## config.mk

```make
export PLATFORM = sky130hd
export DESIGN_NAME = hazard_ctrl
export DESIGN_NICKNAME = d
export VERILOG_FILES = /design/src/rtl/hazard_pkg.sv /design/src/rtl/md_timer.sv /design/src/rtl/hazard_ctrl.sv
export SDC_FILE = /design/constraint.sdc
export NUM_CORES = 1
export LEC_CHECK = 0
export ABC_AREA = 0
export BUFFER_PORTS_ARGS = -buffer_cell sky130_fd_sc_hd__buf_2
export CORE_MARGIN = 3
export CORE_UTILIZATION = 30
export CTS_CLUSTER_DIAMETER = 50
export CTS_CLUSTER_SIZE = 8
export DETAILED_ROUTE_END_ITERATION = 8
export HOLD_SLACK_MARGIN = 0.03
export PLACE_DENSITY = 0.52
export SETUP_SLACK_MARGIN = 0.02
export SLEW_MARGIN = 15
export SYNTH_ARGS = -nofsm -noshare
export SYNTH_HDL_FRONTEND = slang
export SYNTH_SLANG_ARGS = --single-unit
```

## constraint.sdc

```tcl
create_clock -name clk -period 1.94 [get_ports clk]
set_input_delay 0.097 -clock clk [delete_from_list [all_inputs] [get_ports clk]]
set_output_delay 0.097 -clock clk [all_outputs]
set_load 0.005 [all_outputs]
```

## src/rtl/hazard_pkg.sv

```systemverilog
// Shared types and constants for the pipeline hazard controller.
// The multiply/divide timer state, its counter width, and the per-stage
// hold/clear control pair all live here so every file agrees on them.
package hazard_pkg;

  // Multiply/divide unit tracking state.
  typedef enum logic {
    RUN     = 1'b0,
    MD_BUSY = 1'b1
  } md_state_t;

  // Width of the multiply/divide busy down-counter (latency up to 255).
  localparam int MD_CNT_W = 8;

  // Synchronous control pair for one pipeline-stage register.
  typedef struct packed {
    logic hold;
    logic clear;
  } stage_ctl_t;

  localparam stage_ctl_t CTL_NONE  = '{hold: 1'b0, clear: 1'b0};
  localparam stage_ctl_t CTL_HOLD  = '{hold: 1'b1, clear: 1'b0};
  localparam stage_ctl_t CTL_CLEAR = '{hold: 1'b0, clear: 1'b1};

endpackage

```

## src/rtl/md_timer.sv

```systemverilog
// Multiply/divide busy tracker.
// Two-state FSM (RUN / MD_BUSY) with an 8-bit down-counter. A start is
// accepted only when the pipeline is not frozen by a memory wait, because
// the issuing instruction stays in EX and re-presents the start afterwards.
// Once running, the counter decrements every cycle regardless of freezes:
// the arithmetic unit runs independently of the pipeline registers.
// A start while already busy (after a flush) reloads the counter.
module md_timer
  import hazard_pkg::*;
#(
  parameter int MD_LAT = 32
) (
  input  logic clk,
  input  logic rst_n,
  input  logic start,
  input  logic freeze_in,
  output logic busy
);

  // Counter value loaded on issue; the unit is busy for MD_LAT-1 cycles
  // after the issue cycle.
  localparam logic [MD_CNT_W-1:0] CNT_LOAD = MD_CNT_W'(MD_LAT - 1);
  localparam logic [MD_CNT_W-1:0] CNT_ONE  = MD_CNT_W'(1);

  md_state_t             state_q, state_d;
  logic [MD_CNT_W-1:0]   cnt_q, cnt_d;
  logic                  accept;

  assign accept = start & ~freeze_in;

  // State and counter registers; reset abandons any in-flight operation.
  always_ff @(posedge clk or negedge rst_n) begin
    if (!rst_n) begin
      state_q <= RUN;
      cnt_q   <= '0;
    end else begin
      state_q <= state_d;
      cnt_q   <= cnt_d;
    end
  end

  // Next-state and counter update.
  always_comb begin
    state_d = state_q;
    cnt_d   = cnt_q;
    case (state_q)
      RUN: begin
        if (accept) begin
          state_d = MD_BUSY;
          cnt_d   = CNT_LOAD;
        end
      end
      MD_BUSY: begin
        if (accept) begin
          cnt_d = CNT_LOAD;
        end else if (cnt_q == CNT_ONE) begin
          state_d = RUN;
          cnt_d   = '0;
        end else begin
          cnt_d = cnt_q - CNT_ONE;
        end
      end
      default: begin
        state_d = RUN;
        cnt_d   = '0;
      end
    endcase
  end

  // Busy is a direct decode of the state register.
  assign busy = (state_q == MD_BUSY);

endmodule

```

## src/rtl/hazard_ctrl.sv

```systemverilog
// Central stall/flush controller for the 5-stage MIPS pipeline.
// Drives the synchronous hold/clear inputs of IF/ID, ID/EX, EX/MEM and
// MEM/WB plus the PC hold. Resolution order, highest first: data-memory
// wait (full freeze), EX redirect (squash IF/ID and ID/EX), load-use
// bubble, multiply/divide-busy bubble.
// Outputs are combinational because the stage registers sample them on
// the same clock edge they are computed for.
// Optional build macro HAZ_PERF_CNT_EN adds stall_cycles and flush_count
// performance counters.
//
// Handshake: there is no valid/ready exchange here; dmem_req/dmem_ready is
// a level pair where a pending request without ready means "not done this
// cycle", and the pipeline freezes until ready is seen with req.
module hazard_ctrl
  import hazard_pkg::*;
#(
  parameter int MD_LAT = 32,
  parameter int RW     = 5
) (
  input  logic          clk,
  input  logic          rst_n,
  input  logic [RW-1:0] id_rs,
  input  logic [RW-1:0] id_rt,
  input  logic          id_uses_rt,
  input  logic          id_md_use,
  input  logic [RW-1:0] ex_rt,
  input  logic          ex_memread,
  input  logic          ex_redirect,
  input  logic          ex_md_start,
  input  logic          dmem_req,
  input  logic          dmem_ready,
  output logic          pc_hold,
  output logic          ifid_hold,
  output logic          ifid_clear,
  output logic          idex_hold,
  output logic          idex_clear,
  output logic          exmem_hold,
  output logic          exmem_clear,
  output logic          memwb_hold,
  output logic          memwb_clear,
  output logic          md_busy
`ifdef HAZ_PERF_CNT_EN
  ,
  output logic [31:0]   stall_cycles,
  output logic [31:0]   flush_count
`endif
);

  logic       mem_wait;
  logic       load_use;
  logic       md_stall;
  logic       redirect_win;
  logic       pc_hold_c;
  stage_ctl_t ifid_c, idex_c, exmem_c, memwb_c;

  assign mem_wait = dmem_req & ~dmem_ready;

  // A load into r0 never creates a dependency.
  assign load_use = ex_memread & (ex_rt != '0) &
                    ((ex_rt == id_rs) | (id_uses_rt & (ex_rt == id_rt)));

  assign md_stall = md_busy & id_md_use;

  // Redirect only takes effect when the pipeline is not frozen.
  assign redirect_win = ex_redirect & ~mem_wait;

  md_timer #(
    .MD_LAT (MD_LAT)
  ) u_md_timer (
    .clk       (clk),
    .rst_n     (rst_n),
    .start     (ex_md_start),
    .freeze_in (mem_wait),
    .busy      (md_busy)
  );

  // Priority resolution of stage controls; reset forces all clears.
  always_comb begin
    pc_hold_c = 1'b0;
    ifid_c    = CTL_NONE;
    idex_c    = CTL_NONE;
    exmem_c   = CTL_NONE;
    memwb_c   = CTL_NONE;
    if (!rst_n) begin
      ifid_c  = CTL_CLEAR;
      idex_c  = CTL_CLEAR;
      exmem_c = CTL_CLEAR;
      memwb_c = CTL_CLEAR;
    end else if (mem_wait) begin
      pc_hold_c = 1'b1;
      ifid_c    = CTL_HOLD;
      idex_c    = CTL_HOLD;
      exmem_c   = CTL_HOLD;
      memwb_c   = CTL_HOLD;
    end else if (ex_redirect) begin
      // Squash the two younger instructions; any ID stall is moot.
      ifid_c = CTL_CLEAR;
      idex_c = CTL_CLEAR;
    end else if (load_use | md_stall) begin
      // Keep PC and IF/ID, insert one bubble into ID/EX.
      pc_hold_c = 1'b1;
      ifid_c    = CTL_HOLD;
      idex_c    = CTL_CLEAR;
    end
  end

  assign pc_hold     = pc_hold_c;
  assign ifid_hold   = ifid_c.hold;
  assign ifid_clear  = ifid_c.clear;
  assign idex_hold   = idex_c.hold;
  assign idex_clear  = idex_c.clear;
  assign exmem_hold  = exmem_c.hold;
  assign exmem_clear = exmem_c.clear;
  assign memwb_hold  = memwb_c.hold;
  assign memwb_clear = memwb_c.clear;

`ifdef HAZ_PERF_CNT_EN
  logic [31:0] stall_cycles_q, flush_count_q;

  // Performance counters: cycles with PC held, and cycles squashed by redirect.
  always_ff @(posedge clk or negedge rst_n) begin
    if (!rst_n) begin
      stall_cycles_q <= '0;
      flush_count_q  <= '0;
    end else begin
      if (pc_hold_c) begin
        stall_cycles_q <= stall_cycles_q + 32'd1;
      end
      if (redirect_win) begin
        flush_count_q <= flush_count_q + 32'd1;
      end
    end
  end

  assign stall_cycles = stall_cycles_q;
  assign flush_count  = flush_count_q;
`else
  // Without counters the redirect qualifier has no consumer.
  logic unused_redirect_win;
  assign unused_redirect_win = redirect_win;
`endif

endmodule

```

==> results.toml <==
[run_status]
status = "finished clean"

[timing]
finalCriticalPeriod_ns = 1.692
finalClockSkew_ns = 0.005159
finalSetupViolCount = 0
fmax_mhz = 591.1
slew_headroom_pct = 70.60
rsz0062_at_grt = "false"
finalMaxSlewViolations = 0
setup_ws_ns = 0.2482
min_period_over_period_pct = 87.21
worst_slew_pin_slew_ns = 0.4376
finalHoldViolations = 0
tns_ns = 0

[global_route]
grt-ovfl-total = 0
grt_pass1_vias = 695
grt_max_degree = 13
antenna_found_initial = 0
grt_pass1_wl_um = 2987
track_usage_pct = 14.26

[synthesis]
synth_nets = 107
ys_ff_latch = 9
async_reset_ff_share_pct = 100.0
ys_warn_count = 0
synth_edf_count = 0
syn_area_um2 = 683.2
netlist_instances = 81
netlist-cell-type-count = 29
ys.flop_type = "dfrtp_1"
syn_avg_cell_area_um2 = 8.434
yosysSeqAreaShare_pct = 32.97

[worst_setup_path]
cp_num_buf_inv = 5
critPathLaunchType = "primary input"
cp.arrival_ns = 1.59
worstPathMaxFanout = 10
critPathTopFamily = "buffers and inverters"
critPathSlowestCell = "dlygate4sd3_1"
crit_type = "in -> out"
crit_top_cell = "inv_1"
max_stage_delay_ns = 0.52
critPathCaptureType = "primary output"
path_cells = "dlygate4sd3_1 > clkbuf_4 > inv_1 > a21oi_1 > inv_1 > a31oi_1 > o21ai_0 > buf_2"
worstPathRequired_ns = 1.84

[min_path]
holdCritPathClass = "in -> reg"

[clocking]
insertion_delay_ns = 0.26
htree_num_levels = 1
cts_tree = "yes"
clkTransAtPathRegs_ns = 0.06
clkSinkCount = 9
cts_root_buf = "clkbuf_4"
numCtsBuffers = 3
post-cts-setup-buffers = 0
clock_path_buffers = 2

[floorplan]
die_h_um = 53.72
ios = 34
start_util_pct = 33.13
dieArea_mm2 = 0.002886
row_count = 16
die_x_um = 53.72
core_mm2 = 0.002062

[cells_and_area]
area_growth_pct = 29.85
layout-drive-gt1-share_pct = 33.33
num-nets-final = 141
nFillCells = 223
stdcell_area_um2 = 887.1
diodes = 0

[routing]
wire_per_inst_um = 11.76
drcViolationCount = 0
ant_nets = 0
drtIter0Drc = 12
dr.pass1.iters = 4
vias = 697
viasPerCell = 4.943
wl_um = 1658

[power]
peakVddDrop_v = 0.0002523
p_leak_uw = 0.0004214
powerDensity_mw_per_mm2 = 555.7

[placement]
pre_cts_ws_ns = 0.2734
post-dp-hpwl_um = 1339
placed_cell_area_um2 = 848.3
place_congestion = 0.7855
portBuffers = 33

[flow_run]
drv_cap = 0
## sequential cells by signal, indices dropped and copies added, names as in the netlist
name,cells
u_md_timer.busy,1
u_md_timer.cnt_q,8
## report_power, final
group | internal, uW | leakage [uW] | switching, uW
Clock | 79.3 | 0.0000150 | 65.4
Sequential | 202 | 0.0000994 | 17.6
Combinational | 63.8 | 0.000307 | 64.8
## final cells by class
type	instances	area [um2]	area share, %
inverters	4	15.01	1.693
repair buffers	34	177.7	20.03
clock buffers	4	26.28	2.962
multi-input cells	63	409.1	46.12
flip-flops and latches	9	225.2	25.39
well taps	27	33.78	3.808
## synthesized netlist by cell type (all sizes together), types with 2 or more instances
library cell | number | share of area [%]
and3 | 2 | 1.8
a31oi | 3 | 2.7
buf | 4 | 4.4
nand3b | 2 | 2.2
nor3 | 5 | 3.7
nand2 | 8 | 4.4
nand2b | 2 | 1.8
nor2 | 4 | 2.2
xor2 | 9 | 12
a21oi | 5 | 3.7
ha | 2 | 3.7
dfrtp | 9 | 33
o21ai | 7 | 5.1
inv | 4 | 2.2
## worst register-to-register path, stage by stage (launching register included)
cell     delay (ns)
dfrtp_1        0.41
or3_4          0.40
o41a_1         0.49
a31oi_1        0.20
nor3_1         0.06
## through the flow
step / power (uW) / utilization (%) / hold slack, ns / instances
4_1_cts: 500.5 / 42.90 / 0.1312 / 141
3_3_place_gp: 350.6 / 41.14 / -0.02862 / 136
6_report: 493.0 / 43.02 / 0.1305 / 141
5_1_grt: 532.8 / 43.02 / 0.1623 / 141
2_1_floorplan: 295.1 / - / -0.1986 / 81
3_5_place_dp: 350.6 / 41.14 / -0.02671 / 136
## final timing paths
path | from | endpoint | slack [ns] | cells past startpoint
min reg2reg | u_md_timer.cnt_q[2] | u_md_timer.cnt_q[2] | 0.57 | 2
min in group asynchronous | rst_n | u_md_timer.cnt_q[1] | 0.22 | 2
max | rst_n | idex_clear | 0.25 | 8
max in group asynchronous | rst_n | u_md_timer.cnt_q[6] | 1.56 | 2
max reg2reg | u_md_timer.cnt_q[3] | u_md_timer.cnt_q[7] | 0.25 | 4
min | ex_md_start | u_md_timer.cnt_q[1] | 0.13 | 3
## per-layer routing
metal / up-vias / routed length (um) / global-route usage [%]
met5: - / 0 / 0
met4: 0 / 11 / 7.660
met3: 2 / 109 / 2.770
met2: 27 / 888 / 25.00
met1: 318 / 648 / 16.03
li1: 350 / - / -
## timing repair
action,4_1_cts,5_1_grt
resized for setup,0,1
hold buffers,1,0
endpoints found under the setup margin,0,3
hold endpoints to repair,9,0
## cell usage in the layout, fill, tap and decap left out
cell type      instances
a21bo_2                1
a21oi_1                5
a31oi_1                3
a32oi_1                1
and2_1                 1
and3_1                 2
and4_1                 1
buf_2                 32
clkbuf_1               1
clkbuf_4               4
dfrtp_1                9
dlygate4sd3_1          1
ha_1                   2
inv_1                  4
mux2i_1                1
nand2_1                8
nand2b_1               2
nand3b_1               2
nor2_1                 4
nor2b_1                1
nor3_1                 5
nor3b_1                1
nor4_1                 1
o21a_1                 1
o21ai_0                7
o41a_1                 1
or2_1                  1
or3_4                  1
or4_1                  1
xnor2_1                1
xor2_1                 9
## cell families (layout without fill, tap and decap cells)
logic type               after synthesis  count (layout)  synth area share (%)
AO/OA/AOI/OAI                         19              19                 17.03
adder cells (fa/ha/maj)                2               2                 3.662
buffers and inverters                  9              42                 7.142
AND/OR/NAND/NOR                       31              31                 24.91
multiplexers                           1               1                 1.465
XOR/XNOR                              10              10                 12.82
flip-flops                             9               9                 32.97
No activity file was read; power rests on OpenSTA's default activity.
